### config.mk
export PLATFORM = sky130hd
export DESIGN_NAME = if_id_stage
export DESIGN_NICKNAME = d
export VERILOG_FILES = /design/src/rtl/mips_defs.sv /design/src/rtl/if_id_stage_hazard_detect.sv /design/src/rtl/if_id_stage.sv
export SDC_FILE = /design/constraint.sdc
export NUM_CORES = 1
export LEC_CHECK = 0
export CAP_MARGIN = 20
export CORE_ASPECT_RATIO = 0.6
export CORE_MARGIN = 2
export CORE_UTILIZATION = 47
export CTS_CLUSTER_SIZE = 24
export DETAILED_ROUTE_END_ITERATION = 12
export PLACE_DENSITY = 0.87
export SLEW_MARGIN = 20
export SYNTH_ARGS = -nofsm -noshare
export SYNTH_HDL_FRONTEND = slang
export SYNTH_HIERARCHICAL = 1
export SYNTH_SLANG_ARGS = --single-unit
### constraint.sdc
create_clock -name clk -period 5.3 [get_ports clk]
set_input_delay 1.59 -clock clk [delete_from_list [all_inputs] [get_ports clk]]
set_output_delay 1.59 -clock clk [all_outputs]
set_load 0.05 [all_outputs]
### src/rtl/mips_defs.sv
// Shared MIPS decode definitions: opcode constants, field types and the
// "does this opcode read rt" classification used by hazard detection.
package mips_defs;

    typedef logic [5:0] opcode_t;
    typedef logic [4:0] reg_idx_t;

    localparam opcode_t  OP_RTYPE = 6'h00;
    localparam opcode_t  OP_BEQ   = 6'h04;
    localparam opcode_t  OP_BNE   = 6'h05;
    localparam opcode_t  OP_LW    = 6'h23;
    localparam opcode_t  OP_SW    = 6'h2B;

    localparam reg_idx_t REG_ZERO = 5'd0;

    // Decoded view of a 32-bit MIPS instruction word.
    typedef struct packed {
        opcode_t     opcode;
        reg_idx_t    rs;
        reg_idx_t    rt;
        reg_idx_t    rd;
        logic [4:0]  shamt;
        logic [5:0]  funct;
    } instr_fields_t;

    // R-type, branches and stores read rt as a source; every other opcode
    // (immediates, loads, jumps) writes rt or ignores it.
    function automatic logic uses_rt(input opcode_t op);
        logic r;
        r = 1'b0;
        case (op)
            OP_RTYPE, OP_BEQ, OP_BNE, OP_SW: r = 1'b1;
            default:                         r = 1'b0;
        endcase
        return r;
    endfunction

    // Split an instruction word into its standard fields.
    function automatic instr_fields_t decode_fields(input logic [31:0] w);
        instr_fields_t f;
        f.opcode = w[31:26];
        f.rs     = w[25:21];
        f.rt     = w[20:16];
        f.rd     = w[15:11];
        f.shamt  = w[10:6];
        f.funct  = w[5:0];
        return f;
    endfunction

endpackage

### src/rtl/if_id_stage_hazard_detect.sv
// Load-use hazard detection for the instruction held in IF/ID.
// A load in EX whose destination is a source of the ID instruction forces
// a one-cycle-at-a-time stall until the load has moved on.
module hazard_detect
    import mips_defs::*;
(
    input  logic     valid_i,
    input  opcode_t  opcode_i,
    input  reg_idx_t rs_i,
    input  reg_idx_t rt_i,
    input  logic     id_ex_mem_read_i,
    input  reg_idx_t id_ex_rt_i,
    output logic     stall_o
);

    logic rs_match;
    logic rt_match;
    logic load_dst_live;

    // Compare the load destination against the ID sources; $0 never hazards.
    always_comb begin
        rs_match      = (id_ex_rt_i == rs_i);
        rt_match      = uses_rt(opcode_i) && (id_ex_rt_i == rt_i);
        load_dst_live = id_ex_mem_read_i && (id_ex_rt_i != REG_ZERO);
        stall_o       = valid_i && load_dst_live && (rs_match || rt_match);
    end

endmodule

### src/rtl/if_id_stage.sv
// IF/ID pipeline register with load-use hazard detection, decode field
// split and saturating stall/flush performance counters.
// Update priority per edge: rst > stall > flush > load.
module if_id_stage
    import mips_defs::*;
#(
    parameter int unsigned      WIDTH     = 32,
    parameter int unsigned      CNT_WIDTH = 32,
    parameter logic [WIDTH-1:0] NOP_INSTR = 32'h0000_0000
) (
    input  logic                 clk,
    input  logic                 rst,
    input  logic [WIDTH-1:0]     pc_plus4_in,
    input  logic [WIDTH-1:0]     instr_in,
    input  logic                 flush,
    input  logic                 id_ex_mem_read,
    input  logic [4:0]           id_ex_rt,
    output logic                 stall,
    output logic [WIDTH-1:0]     pc_plus4_out,
    output logic [WIDTH-1:0]     instr_out,
    output logic                 valid_out,
    output logic [5:0]           opcode,
    output logic [4:0]           rs,
    output logic [4:0]           rt,
    output logic [4:0]           rd,
    output logic [4:0]           shamt,
    output logic [5:0]           funct,
    output logic [15:0]          imm16,
    output logic [CNT_WIDTH-1:0] stall_count,
    output logic [CNT_WIDTH-1:0] flush_count
);

    logic [WIDTH-1:0]     pc_q,        pc_d;
    logic [WIDTH-1:0]     instr_q,     instr_d;
    logic                 valid_q,     valid_d;
    logic [CNT_WIDTH-1:0] stall_cnt_q, stall_cnt_d;
    logic [CNT_WIDTH-1:0] flush_cnt_q, flush_cnt_d;

    instr_fields_t        fields;
    logic                 stall_w;
    logic                 flush_eff;

    // Field split is pure wiring off the held instruction.
    always_comb begin
        fields = decode_fields(instr_q[31:0]);
    end

    hazard_detect u_hazard_detect (
        .valid_i          (valid_q),
        .opcode_i         (fields.opcode),
        .rs_i             (fields.rs),
        .rt_i             (fields.rt),
        .id_ex_mem_read_i (id_ex_mem_read),
        .id_ex_rt_i       (id_ex_rt),
        .stall_o          (stall_w)
    );

    // A branch decision made during a load-use stall is stale, so the
    // stall masks the flush entirely (including its count).
    always_comb begin
        flush_eff = flush && !stall_w;
    end

    // Next-state selection for the pipeline register and counters.
    always_comb begin
        pc_d        = pc_q;
        instr_d     = instr_q;
        valid_d     = valid_q;
        stall_cnt_d = stall_cnt_q;
        flush_cnt_d = flush_cnt_q;

        if (stall_w) begin
            if (stall_cnt_q != '1) begin
                stall_cnt_d = stall_cnt_q + 1'b1;
            end
        end else if (flush_eff) begin
            pc_d    = pc_plus4_in;
            instr_d = NOP_INSTR;
            valid_d = 1'b0;
            if (flush_cnt_q != '1) begin
                flush_cnt_d = flush_cnt_q + 1'b1;
            end
        end else begin
            pc_d    = pc_plus4_in;
            instr_d = instr_in;
            valid_d = 1'b1;
        end
    end

    // State registers with synchronous active-high reset.
    always_ff @(posedge clk) begin
        if (rst) begin
            pc_q        <= '0;
            instr_q     <= NOP_INSTR;
            valid_q     <= 1'b0;
            stall_cnt_q <= '0;
            flush_cnt_q <= '0;
        end else begin
            pc_q        <= pc_d;
            instr_q     <= instr_d;
            valid_q     <= valid_d;
            stall_cnt_q <= stall_cnt_d;
            flush_cnt_q <= flush_cnt_d;
        end
    end

    // Output mapping.
    always_comb begin
        stall        = stall_w;
        pc_plus4_out = pc_q;
        instr_out    = instr_q;
        valid_out    = valid_q;
        opcode       = fields.opcode;
        rs           = fields.rs;
        rt           = fields.rt;
        rd           = fields.rd;
        shamt        = fields.shamt;
        funct        = fields.funct;
        imm16        = instr_q[15:0];
        stall_count  = stall_cnt_q;
        flush_count  = flush_cnt_q;
    end

endmodule

==> After elaboration in Yosys (flattened, before gate mapping) <==
Cells that the tools add are included.
{ "classes": {"muxes": 3, "n_eq_ne": 7, "n_reduce_logical": 12, "n_addsub": 2, "bitwise": 1} }
{ "op_table": {"columns": ["operator", "count"], "rows": [
  ["$add A32 B1 Y32 const B", 2],
  ["$ne A32 B32 Y1 const B", 2],
  ["$mux W32", 1],
  ["$eq A6 B3 Y1 const B", 2],
  ["$eq A5 B5 Y1", 2],
  ["$eq A6 B6 Y1 const B", 1],
  ["$logic_not A6 Y1", 1],
  ["$logic_and A1 B1 Y1", 5],
  ["$reduce_bool A5 Y1", 1],
  ["$reduce_or A4 Y1", 1],
  ["$reduce_and A3 Y1", 1],
  ["$mux W1", 2],
  ["$reduce_and A2 Y1", 1],
  ["$logic_not A1 Y1", 1],
  ["$logic_or A1 B1 Y1", 1],
  ["$not A1 Y1", 1]
]} }
{ "totals": {"regBits": 129, "out_inout_bits": 178, "in_bits": 73, "wordCells": 30} }

==> Logic depth before layout (Yosys ltp) <==
{ "logic_depth": {"ltp_word": 9, "depth_mapped": 11, "mapped_depth_nobuf": 9} }

==> Hierarchy <==
Netlist, hierarchy kept.
{ "modules_own_cells": {"columns": ["mod", "cells_each", "instances", "seq_area_each_um2", "area_each_um2"], "rows": [
  ["if_id_stage", 680, 1, 2582.5, 5873.1],
  ["hazard_detect", 20, 1, 0.0, 155.1]
]} }

==> Worst setup path before layout <==
No wires, ideal clock.
{ "synth_timing": {"kind": "input to register", "from": "in id_ex_rt[0]", "to": "reg stall_cnt_q[21], in the netlist stall_count[21]", "required_ps": 5230, "arrival_time_ps": 4530, "path_slack_ps": 700, "setup_time_ps": 70, "path_stages": 9, "path_cell_list": "xnor2_1 nand4_1 a2111o_1 a21oi_1 nand3_1 nor4_2 nand4_1 or4_1 a21oi_1"} }
{ "synth_via": {"elab_chain_len": 5} }
{ "synth_rtl": {"columns": ["item", "line", "source"], "rows": [
  ["from (decl)", "if_id_stage.sv:17", "input logic [4:0] id_ex_rt,"],
  ["$eq A5 B5 Y1 / $reduce_bool A5 Y1 (equally long branches)", "if_id_stage_hazard_detect.sv:23, if_id_stage_hazard_detect.sv:24", null],
  ["$logic_and A1 B1 Y1, on equally long branches", "if_id_stage_hazard_detect.sv:23, if_id_stage_hazard_detect.sv:24", null],
  ["$logic_or A1 B1 Y1 / $logic_and A1 B1 Y1 (equally long branches)", "if_id_stage_hazard_detect.sv:25", "stall_o = valid_i && load_dst_live && (rs_match || rt_match);"],
  ["$logic_and A1 B1 Y1 (*)", "if_id_stage_hazard_detect.sv:25", null],
  ["named net stall", "if_id_stage.sv:18", "output logic stall,"],
  ["$reduce_and A2 Y1 (no line) (*)", null, null],
  ["to (signal assigned)", "if_id_stage.sv:102", "stall_cnt_q <= stall_cnt_d;"],
  ["to (decl)", "if_id_stage.sv:36", "logic [CNT_WIDTH-1:0] stall_cnt_q, stall_cnt_d;"]
]} }
Mark *: on every way through the listed nets, which the timed path passes. The rest lies on a longest branch.
A chain may end at the register's enable or synchronous reset.

==> Worst setup path in the final report <==
{ "layout_timing": {"from": "in id_ex_rt[1]", "to": "out stall"} }
{ "layout_via": {"elab_chain_len": 4} }
{ "layout_rtl": {"columns": ["item", "line"], "rows": [
  ["$eq A5 B5 Y1 / $reduce_bool A5 Y1 (equally long branches)", "if_id_stage_hazard_detect.sv:23, if_id_stage_hazard_detect.sv:24"],
  ["$logic_and A1 B1 Y1, on equally long branches", "if_id_stage_hazard_detect.sv:23, if_id_stage_hazard_detect.sv:24"],
  ["$logic_or A1 B1 Y1 / $logic_and A1 B1 Y1 (equally long branches)", "if_id_stage_hazard_detect.sv:25"],
  ["$logic_and A1 B1 Y1 (*)", "if_id_stage_hazard_detect.sv:25"],
  ["to (decl)", "if_id_stage.sv:18"]
]} }
Mark *: on every way between the ends. The rest lies on a longest branch, timed or not.

==> flow_summary_export.csv <==
group,metric,value,unit
yosys,synth_most_common_cell,"dfxtp_1",
power,switching_share,26.71,%
yosys,ys_seq_area_share,42.84,%
die,start_util,49.03,%
sta,fmax,212.3,MHz
power,leakage,2.985,nW
worst_setup_path,cp.required,3.71,ns
detailed_routing,final_antenna_net_count,0,
sta,timing.final.ws_setup,0.5886,ns
worst_setup_path,cp_max_fo,3,
die,core,12300,sq um
yosys,syn-num-nets,775,
clocking,cts-root-buf,"clkbuf_16",
worst_setup_path,crit_path_end_kind,"output port",
power,peakVddDrop,188.4,uV
yosys,synthCells,700,
finish,layout-drive-gt1-share,6.755,%
finish,multi_input_area,2910,sq um
sta,period_share,88.89,%
sta,hold_viol,0,
sta,fin_skew,0.01506,ns
place,gp_congestion,0.8600,
clocking,clock-sinks,129,
sta,finalCriticalPeriod,4.711,ns
yosys,synth_adder_area_share,0.4151,%
detailed_routing,drt_iter0_drc,525,
worst_setup_path,critPathKind,"in -> out",
yosys,synth_top_area_cell,"dfxtp_1",
global_routing,grt-ovfl-total,0,
yosys,yosys.area_share.simple,24.45,%
finish,stdcell_area,8944,sq um
clocking,cts_setup_buffers,0,
yosys,avgSynthCellArea,8.612,sq um
sta,tightest_slew,0.8226,ns
yosys,synth_edf_count,0,
place,place_ws,0.5918,ns
sta,slew_violations,0,
detailed_routing,routed_wl,19140,um
clocking,cts_buffer_depth,2,
global_routing,grt_antenna_before_repair,0,
detailed_routing,drt_pass1_iterations,6,
finish,final_util,72.74,%
detailed_routing,via_count,6106,
global_routing,grt_pass1_vias,5602,
yosys,ys_top_cells_by_count,"dfxtp_1, nor2_1, a21oi_1",
global_routing,grt_pass1_wl,29900,um
worst_setup_path,r2r_end,"stall_count[12]",
detailed_routing,wl_per_cell,17.92,um
worst_setup_path,reg2regPathDepth,10,
clocking,clock_latency,0.41,ns
power,netSwitchingPower,0.7020,mW
worst_hold_path,hp-class,"reg -> reg",
yosys,synth_mux_area_share,7.140,%
worst_setup_path,critPathArrivalTime,3.12,ns
detailed_routing,viasPerCell,5.717,
finish,regArea,2582,sq um
die,die_w,150.2,um
yosys,synth-xor-area-share,1.889,%
finish,instances_no_fill,1068,
yosys,synthFlopType,"dfxtp_1",
die,io_pins,251,
clocking,cts_max_level,4,
finish,antenna_cells,0,
worst_setup_path,setup.worst_path.start_class,"primary input",
die,rows,31,
finish,num-fill-cells,889,
worst_setup_path,regToRegSetupSlack,1.99,ns
clocking,numCtsBuffers,17,
power,pwr-share-clk,48.0,%
place,port_buffers,250,
global_routing,grt_max_degree,81,
finish,area_growth,48.36,%
power,p_int,1.927,mW
yosys,yosysWarnings,6,
sta,relSlewSlack,45.10,%
sta,holdWs,0.4977,ns
power,pwr-share-comb,13.3,%
power,pwr-share-seq,38.7,%
sta,setup_violations,0,
sta,rsz0062_at_grt,"false",
place,place_area,8309,sq um
clocking,clk_pin_slew,0.06,ns
place,dp.cells,1036,
yosys,synthArstFlopShare,0,%
yosys,synth_compound_area_share,14.13,%
clocking,ctsHoldBuffers,0,
finish,final_nets,965,
global_routing,grtUsageTotal,27.54,%
yosys,ys_top_cells_by_area,"dfxtp_1, buf_4, mux2i_1",
yosys,synth.distinct_cells,45,
worst_hold_path,worstHoldStart,"pc_plus4_out[10]",
worst_hold_path,min_delay_worst_endpoint,"pc_plus4_out[10]",
power,p_total,2.629,mW
place,place_hpwl,13700,um
yosys,synth_top_family_by_area,"simple AND/OR/NAND/NOR gates",
outcome,outcome,"finished, final reports clean",
yosys,synth.top_cell.area_share,42.84,%
worst_setup_path,rr_startpoint,"instr_out[26]",
clocking,cts_tree,"done",
yosys,synth_seq_cells,129,
power,p_per_area,293.9,nW/um^2
worst_hold_path,whs_path_depth,2,
die,die_area,13780,sq um
clocking,cts.repair.resized,0,
run,drv_cap,0,
die,die_y,91.73,um
yosys,synth_area,6028,sq um
sta,tns,0,ns
detailed_routing,route.detailed.drc,0,
[state kept, by name, indices dropped and copies added (netlist names)]
signal        cells
flush_count      32
instr_out        32
pc_plus4_out     32
stall_count      32
valid_out         1
[power by group through the flow]
stage,clock network [mW],logic [mW],registers [mW]
3_3_place_gp,0,0.344,1.04
2_1_floorplan,0,0.130,1.12
6_report,1.26,0.349,1.02
4_1_cts,1.28,0.349,1.02
3_5_place_dp,0,0.348,1.04
5_1_grt,1.33,0.363,1.02
[cells by family (layout without fill, tap and decap cells)]
logic type / Yosys count / in the layout
compound gates: 140 / 140
xor+xnor: 13 / 13
mux: 42 / 42
fa+ha+maj: 2 / 2
simple gates: 277 / 277
flops: 129 / 129
buf+inv: 97 / 300
[worst max path at each step]
stage | startpoint | endpoint | slack, ns | depth (start not counted)
after floorplan | id_ex_rt[0] | stall_count[21] | 0.70 | 9
after global placement | id_ex_rt[1] | stall | 0.62 | 5
after detailed placement | id_ex_rt[1] | stall | 0.59 | 5
after CTS | id_ex_rt[1] | stall | 0.59 | 5
after global routing | id_ex_rt[1] | stall | 0.55 | 5
final | id_ex_rt[1] | stall | 0.59 | 5
[layer usage]
layer  GRT usage [%]  part of all wire, %  wire [um]
met1           37.18                   44       8366
met4           7.704                 0.86        165
met5               0                    0          0
met3           9.303                  9.3       1775
met2           41.86                   46       8834
[worst max-delay path, cell delays in order]
cell and delay, ns:
clkdlybuf4s50_1 0.47, or4_1 0.53, o211ai_1 0.29, a21oi_4 0.08, buf_12 0.16
[cells in the final DEF (no fill, tap or decap), types with 2 or more instances in the layout]
| cell | n |
|---|---|
| a21oi_1 | 49 |
| a22oi_1 | 32 |
| and2_1 | 4 |
| and3_1 | 3 |
| and4_1 | 2 |
| buf_4 | 10 |
| bufinv_16 | 4 |
| clkbuf_16 | 17 |
| clkdlybuf4s50_1 | 248 |
| clkinv_4 | 3 |
| clkinvlp_4 | 2 |
| dfxtp_1 | 129 |
| ha_1 | 2 |
| inv_1 | 9 |
| inv_6 | 3 |
| mux2_2 | 8 |
| mux2i_1 | 34 |
| nand2_1 | 24 |
| nand3_1 | 26 |
| nand4_1 | 30 |
| nor2_1 | 86 |
| nor2b_1 | 10 |
| nor3_1 | 13 |
| nor4_1 | 10 |
| o21ai_0 | 34 |
| o31ai_1 | 16 |
| or2_2 | 2 |
| or3_1 | 38 |
| or4_1 | 19 |
| xnor2_1 | 7 |
| xor2_1 | 6 |
[cell type report]
type	instances	share of cell area [%]
clock inverter	14	2.280
multi-input combinational	474	32.54
sequential	129	28.88
inverter	9	0.3777
timing repair buffer	259	28.82
tap	165	2.308
clock buffer	18	4.799
Power figures use the tool's default switching activity.
